==> src/rtl/instruction_fetch_queue.sv <==
// Fetch stage: keeps the fetch PC, issues one synchronous memory read per cycle and
// buffers the returned instructions with their PCs in a circular queue that feeds decode.
module instruction_fetch_queue #(
  parameter int unsigned PC_WIDTH    = 16,
  parameter int unsigned ADDR_WIDTH  = 4,
  parameter int unsigned INSTR_WIDTH = 16,
  parameter int unsigned DEPTH       = 2,
  parameter int unsigned RESET_PC    = 0,
  parameter int unsigned NOP         = 0
) (
  input  logic                         clk,
  input  logic                         reset,
  input  logic [PC_WIDTH-1:0]          target_bp,
  input  logic                         target_en_bp,
  input  logic [INSTR_WIDTH-1:0]       data_from_memory,
  output logic [ADDR_WIDTH-1:0]        address_to_memory,
  output logic                         mem_req,
  output logic [PC_WIDTH-1:0]          pc_to_bp,
  output logic [PC_WIDTH-1:0]          next_program_counter_if_to_bp,
  output logic [INSTR_WIDTH-1:0]       instruction_if,
  output logic [PC_WIDTH-1:0]          pc_if,
  output logic [PC_WIDTH-1:0]          next_program_counter_if,
  output logic                         instr_valid,
  input  logic                         instr_ready,
  output logic [$clog2(DEPTH+1)-1:0]   fifo_count
);

  localparam int unsigned CW = $clog2(DEPTH + 1);
  localparam int unsigned PW = (DEPTH > 1) ? $clog2(DEPTH) : 1;

  logic [PC_WIDTH-1:0]    pc;
  logic [PC_WIDTH-1:0]    tag_pc;
  logic                   inflight;
  logic [CW-1:0]          count;
  logic [PW-1:0]          rd_ptr;
  logic [PW-1:0]          wr_ptr;
  logic [INSTR_WIDTH-1:0] q_instr [DEPTH];
  logic [PC_WIDTH-1:0]    q_pc    [DEPTH];

  logic                   pop;
  logic                   push;
  logic [CW:0]            occupancy;

  // Request only when the queue is guaranteed to have room for the return.
  always_comb begin
    pop       = (count != '0) && instr_ready;
    push      = inflight && !target_en_bp;
    occupancy = {1'b0, count} + (CW+1)'(inflight) - (CW+1)'(pop);
    mem_req   = reset && !target_en_bp && (occupancy < (CW+1)'(DEPTH));
  end

  always_comb begin
    address_to_memory             = pc[ADDR_WIDTH-1:0];
    pc_to_bp                      = pc;
    next_program_counter_if_to_bp = pc + PC_WIDTH'(1);
    instr_valid                   = (count != '0);
    fifo_count                    = count;
    instruction_if                = INSTR_WIDTH'(NOP);
    pc_if                         = '0;
    next_program_counter_if       = '0;
    if (count != '0) begin
      instruction_if          = q_instr[rd_ptr];
      pc_if                   = q_pc[rd_ptr];
      next_program_counter_if = q_pc[rd_ptr] + PC_WIDTH'(1);
    end
  end

  always_ff @(posedge clk) begin
    if (!reset) begin
      pc       <= PC_WIDTH'(RESET_PC);
      tag_pc   <= '0;
      inflight <= 1'b0;
      count    <= '0;
      rd_ptr   <= '0;
      wr_ptr   <= '0;
    end else if (target_en_bp) begin
      // Redirect flushes the queue and squashes any return arriving next cycle.
      pc       <= target_bp;
      inflight <= 1'b0;
      count    <= '0;
      rd_ptr   <= '0;
      wr_ptr   <= '0;
    end else begin
      inflight <= mem_req;
      if (mem_req) begin
        tag_pc <= pc;
        pc     <= pc + PC_WIDTH'(1);
      end
      if (push) begin
        q_instr[wr_ptr] <= data_from_memory;
        q_pc[wr_ptr]    <= tag_pc;
        wr_ptr          <= (wr_ptr == PW'(DEPTH - 1)) ? '0 : wr_ptr + PW'(1);
      end
      if (pop) begin
        rd_ptr <= (rd_ptr == PW'(DEPTH - 1)) ? '0 : rd_ptr + PW'(1);
      end
      case ({push, pop})
        2'b10:   count <= count + CW'(1);
        2'b01:   count <= count - CW'(1);
        default: count <= count;
      endcase
    end
  end

endmodule
==> config.mk <==
export PLATFORM = sky130hd
export DESIGN_NAME = instruction_fetch_queue
export DESIGN_NICKNAME = d
export VERILOG_FILES = /design/src/rtl/instruction_fetch_queue.sv
export SDC_FILE = /design/constraint.sdc
export NUM_CORES = 1
export LEC_CHECK = 0
export CORE_AREA = 2 2 109 111
export CTS_CLUSTER_DIAMETER = 30
export DETAILED_ROUTE_END_ITERATION = 10
export DIE_AREA = 0 0 111 113
export PLACE_DENSITY = 0.85
export SYNTH_ARGS = -nofsm -noshare
export SYNTH_HDL_FRONTEND = slang
export SYNTH_SLANG_ARGS = --single-unit
export TNS_END_PERCENT = 5
==> constraint.sdc <==
create_clock -name clk -period 3.25 [get_ports clk]
set_input_delay 0.325 -clock clk [delete_from_list [all_inputs] [get_ports clk]]
set_output_delay 0.325 -clock clk [all_outputs]
set_load 0.05 [all_outputs]
==> results.toml, run 1 <==
[clocking]
cts_sinks = 102
h-tree-depth = 3
ctsHoldBuffers = 0
cts_tree = "done"
clkTransAtPathRegs_ps = 70
numCtsBuffers = 9
cts_root_buf = "clkbuf_16"
clk_path_buf_depth = 2
insertion_delay_ps = 350

[synth]
ys_seq_area_share_pct = 53.92
syn_area_per_cell_um2 = 10.54
netlist_instances = 472
yosys-top-cells-count = "edfxtp_1, nand2_1, nor2_1"
synthFlopType = "edfxtp_1"
syn_area_mm2 = 0.004975
synth_most_common_cell = "edfxtp_1"
yosys-top-cells-area = "edfxtp_1, dfxtp_1, mux2i_1"
synth_cell_types = 57
yosysWarnings = 0
yosysTopAreaCellShare_pct = 38.63
syn-num-nets = 513
yosysTopAreaCell = "edfxtp_1"
synthArstFlopShare_pct = 0
synth.ff_latch_count = 102
synth_edf_count = 64

[drt]
drt_first_pass_iters = 5
drtIter0Drc = 236
ant_nets = 0
viasPerCell = 5.569
vias = 4121
drc = 0
wl_per_cell_um = 16.46
wl_um = 12180

[power]
clkPwrFrac_pct = 36.2
p_switching_mw = 0.8309
p_leak_nw = 2.279
p_seq_share_pct = 47.8
p_int_mw = 2.189
comb_power_share_pct = 16.0
swShare_pct = 27.52
ir_worst_vdd_uv = 256.6
power.density_mw_per_mm2 = 447.9

[global_routing]
antenna_found_initial = 0
grt_pass1_vias = 4063
grt_overflow = 0
grt_first_pass_wirelength_um = 19830
grt_use_total_pct = 19.42
grt_max_degree = 40

[worst_setup_path]
startpoint_type = "register"
slowest_delay_ps = 540
crit_chain = "nor2_2 > inv_1 > and2_1 > ha_1 > nand2b_1 > fa_1 > nand3b_4 > or2_4 > inv_6 > buf_12"
cp.required_ps = 2920
cp_max_fo = 13
worstSetupPathType = "reg2out"
cpMaxStageDelayCell = "fa_1"
crit_buf_inv = 3
end_kind = "primary output"
critPathTopFamily = "simple AND/OR/NAND/NOR gates"
worstPathArrival_ps = 2770

[sta]
finClkSkew_ps = 8.170
rsz0062_at_grt = "false"
hold_viol = 0
relSlewSlack_pct = 40.43
worstMarginPinSlew_ps = 892.5
holdWs_ps = 456.0
finalWorstPathRequiredPeriod_ps = 3096
setup_viol = 0
fin_crit_sh_pct = 95.27
max_freq_mhz = 323.0
slew_viol_final = 0

[floorplan]
core_area_mm2 = 0.01127
ioPinCount = 124
die_w_um = 111
initial_utilization_pct = 44.13
dieArea_mm2 = 0.01254
die_y_um = 113
row_count = 39

[finish]
fin_util_pct = 59.81
layout.cells.non_filler = 740
areaGrowthSynthToFinish_pct = 35.51
fin_nets = 633
nFillCells = 917
drive_above_1_share_pct = 11.06
antenna_cells = 0

[run]
drv_cap = 0

[placed_design]
dp.cells = 724
gp_congestion = 0.9321
hpwl_um = 8867
port_buffers = 123

[min_path]
hold_class = "reg2reg"

[status]
outcome = "finished clean"
==> timing repair <==
action                     4_1_cts  5_1_grt
buffers inserted                 0        0
gates resized for setup          2        7
setup endpoints to repair        1        6
==> flip-flops by register name, summed over array words and instances (netlist names), named ones only <==
signal / cells
q_instr: 32
q_pc: 32
pc_to_bp: 16
tag_pc: 16
fifo_count: 2
inflight: 1
rd_ptr: 1
wr_ptr: 1
==> layer usage <==
metal | global-route usage, % | share of wire (%) | vias up
met2 | 32.39 | 47 | 208
met4 | 6.417 | 1.5 | 0
met1 | 25.85 | 44 | 1940
met3 | 3.535 | 7.9 | 16
met5 | 0 | 0 | -
li1 | - | - | 1957
==> kinds of logic (layout without fill, tap and decap cells) <==
group	after synthesis	in the layout	share of synthesized area, %
compound gates	76	76	10.04
xor+xnor	20	20	3.672
fa+ha+maj	5	5	1.409
buf+inv	49	174	4.678
flops	102	102	53.92
mux	40	40	8.149
simple gates	180	180	18.13
==> final cells by class <==
type,instances,area (um^2),area share [%]
Sequential cell,102,2684,39.81
Multi-Input combinational cell,321,2107,31.25
Timing Repair Buffer,141,1396,20.71
Clock buffer,9,225.2,3.341
Tap cell,143,178.9,2.654
Clock inverter,7,81.33,1.206
Inverter,17,68.82,1.021
==> worst reg2reg max path: stages, from the launching register on <==
cell and delay, ps:
dfxtp_1 370, nor2_2 150, inv_1 60, and2_1 190, ha_1 280, nand2b_1 150
fa_1 540, nand3b_4 90, buf_4 230, o21a_1 290, o21bai_1 200, o2bb2ai_1 130
==> cell usage in the layout, fill, tap and decap left out, drive strengths merged, types with 6 or more instances in the layout <==
| master | count |
|---|---|
| o21ai | 8 |
| clkdlybuf4s50 | 109 |
| a21oi | 29 |
| nor2 | 43 |
| buf | 29 |
| nor3 | 22 |
| edfxtp | 64 |
| nand4 | 9 |
| mux2i | 36 |
| nand3 | 14 |
| and2 | 6 |
| xnor2 | 12 |
| nor4 | 6 |
| dfxtp | 38 |
| clkbuf | 9 |
| inv | 20 |
| xor2 | 8 |
| nand2 | 54 |
==> worst paths after layout <==
| check | startpoint | endpoint | slack, ps | cells past startpoint |
|---|---|---|---|---|
| worst max-delay path | fifo_count[0]$_SDFFE_PP0P_ | mem_req | 150 | 10 |
| worst min-delay path | tag_pc[2]$_SDFFE_PN0P_ | q_pc[1][2]$_DFFE_PP_ | 460 | 0 |
| worst max register to register | fifo_count[0]$_SDFFE_PP0P_ | pc_to_bp[7]$_SDFFE_PN0P_ | 430 | 11 |
| worst min register to register | tag_pc[2]$_SDFFE_PN0P_ | q_pc[1][2]$_DFFE_PP_ | 460 | 0 |
==> power by group through the flow <==
stage	Sequential, mW	Clock, mW	Combinational, mW
detailed placement	1.47	0	0.478
global route	1.45	1.16	0.508
global placement	1.47	0	0.472
CTS	1.44	1.11	0.483
floorplan	1.51	0	0.253
finish	1.44	1.09	0.482
==> metrics by stage <==
| step | setup slack, ps | TNS [ps] | area, um^2 | power, mW |
|---|---|---|---|---|
| 2_1_floorplan | -193.1 | -12390 | 4990 | 1.766 |
| 3_3_place_gp | 145.2 | 0 | 6402 | 1.941 |
| 3_5_place_dp | 69.53 | 0 | 6402 | 1.948 |
| 4_1_cts | 10.20 | 0 | 6714 | 3.032 |
| 5_1_grt | 23.36 | 0 | 6741 | 3.112 |
| 6_report | 153.6 | 0 | 6741 | 3.020 |
Note: power is estimated with default switching activity, not from simulation.
==> run 2: changes to the inputs <==
- ABC_CLOCK_PERIOD_IN_PS: unset -> 3250
- TNS_END_PERCENT: 5 -> unset
==> run 2 against run 1 <==
  * Wire length rose by 3.8%
  * Largest power group unchanged
  * Largest cell class unchanged
  * Highest routed layer unchanged
  * Via count fell by 0.51%
  * Flip-flop and latch count did not move
  * Global-route usage rose by 0.73 points
  * Design area fell by 0.13%
  * Critical endpoint unchanged
  * Count of clock-buffer cells in the layout rose by 1
  * Hold slack improved by 5.3 ps
==> results.toml, run 2 (same netlist as run 1, synthesis figures left out) <==
[finish]
mostFrequentLayoutCells = "clkdlybuf4s50_1, edfxtp_1, nand2_1"
nFillCells = 939
antenna_cells = 0
drive_above_1_share_pct = 11.02
areaGrowthSynthToFinish_pct = 35.34
layout_commonest_cell = "clkdlybuf4s50_1"
top_regs = "q_instr (32), q_pc (32)"
fin_util_pct = 59.73
fin_nets = 635

[global_routing]
grt_overflow = 0
global_route.usage.met3_pct = 3.535
grt_max_degree = 40
met2_usage_pct = 34.15
antenna_found_initial = 0
grt_first_pass_wirelength_um = 20510
met1_usage_pct = 26.47
busiest_layer = "met2"
grt_use_total_pct = 20.15
grt_pass1_vias = 4126

[status]
outcome = "finished clean"

[placed_design]
gp_congestion = 0.9000
hpwl_um = 9107
port_buffers = 123

[power]
power.density_mw_per_mm2 = 443.4
p_leak_nw = 2.256
power_mw = 2.985
ir_worst_vdd_uv = 235.0

[sta]
finClkSkew_ps = 6.041
relSlewSlack_pct = 37.29
holdWs_ps = 461.3
worstMarginPinSlew_ps = 939.6
max_freq_mhz = 323.8
slew_viol_final = 0
rsz0062_at_grt = "false"
setup_viol = 0
finalWorstPathRequiredPeriod_ps = 3088
fin_setup_tns_ps = 0
hold_viol = 0
fin_crit_sh_pct = 95.01

[floorplan]
dieArea_mm2 = 0.01254
die_w_um = 111
initial_utilization_pct = 44.13
die_y_um = 113
ioPinCount = 124
row_count = 39
core_area_mm2 = 0.01127

[worst_setup_path]
slowest_delay_ps = 540
cpMaxStageDelayCell = "fa_1"
crit_buf_inv = 3
cp_max_fo = 13
worstPathArrival_ps = 2760
startpoint_type = "register"
worstSetupPathType = "reg2out"
crit_chain = "nor2_2 > inv_1 > and2_1 > ha_1 > nand2b_1 > fa_1 > nand3b_4 > or2_4 > inv_6 > buf_12"
critPathTopFamily = "simple AND/OR/NAND/NOR gates"
end_kind = "primary output"
cp.required_ps = 2920

[clocking]
cts_root_buf = "clkbuf_16"
cts_sinks = 102
clkTransAtPathRegs_ps = 70
clk_path_buf_depth = 2
postCtsSetupBuffers = 0
cts_tree = "done"
h-tree-depth = 3
numCtsBuffers = 9
insertion_delay_ps = 340
ctsHoldBuffers = 0

[min_path]
hold_class = "reg2reg"

[drt]
viasPerCell = 5.526
wl_per_cell_um = 17.04
drt_first_pass_iters = 4
drc = 0
drtIter0Drc = 225
ant_nets = 0
vias = 4100
wl_um = 12640

[run]
drv_cap = 0
## run 2: per-layer routing
metal  vias to the layer above  wire, um
met5                         -         0
met4                         0       133
met3                        11       889
met2                       179      6117
met1                      1955      5499
li1                       1955         -
## run 2: power by group
part | internal [mW] | switching (mW) | total, mW
Sequential | 1.40 | 0.0379 | 1.44
Clock | 0.576 | 0.480 | 1.06
Combinational | 0.178 | 0.311 | 0.489
## run 2: worst reg2reg max path, stage by stage (launching register included)
cell	delay (ps)
dfxtp_1	370
nor2_2	140
inv_1	50
and2_1	200
ha_1	280
nand2b_1	150
fa_1	540
nand3b_4	90
buf_4	230
o21a_1	290
o21ai_0	220
a21oi_1	110
## run 2: path summary, 6_finish.rpt
check / end / start / cells past startpoint / slack [ps]
setup / recovery: mem_req / fifo_count[0]$_SDFFE_PP0P_ / 10 / 160
hold / removal: q_pc[1][14]$_DFFE_PP_ / tag_pc[14]$_SDFFE_PN0P_ / 0 / 460
setup reg to reg: pc_to_bp[4]$_SDFFE_PN0P_ / fifo_count[0]$_SDFFE_PP0P_ / 11 / 420
hold reg to reg: q_pc[1][14]$_DFFE_PP_ / tag_pc[14]$_SDFFE_PN0P_ / 0 / 460
## run 2: what timing repair did
action                                  4_1_cts  5_1_grt
cloned                                        0        0
gates resized for setup                       4        3
endpoints found under the setup margin        3        4
## run 2: layout make-up
| class | instances | area (um^2) | area share, % |
|---|---|---|---|
| multi-input cells | 321 | 2096 | 31.13 |
| inverters | 17 | 68.82 | 1.022 |
| clock buffers | 10 | 250.2 | 3.717 |
| repair buffers | 143 | 1404 | 20.85 |
| flip-flops and latches | 102 | 2688 | 39.92 |
| well taps | 143 | 178.9 | 2.658 |
| clock inverters | 6 | 47.55 | 0.7062 |
## run 2: through the flow
stage	std cells	worst slack, ps	instance area (um^2)
3_5_place_dp	726	30.66	6421
3_3_place_gp	726	155.7	6421
5_1_grt	742	11.45	6733
2_1_floorplan	472	-193.1	4991
6_report	742	162.1	6733
4_1_cts	742	24.78	6721
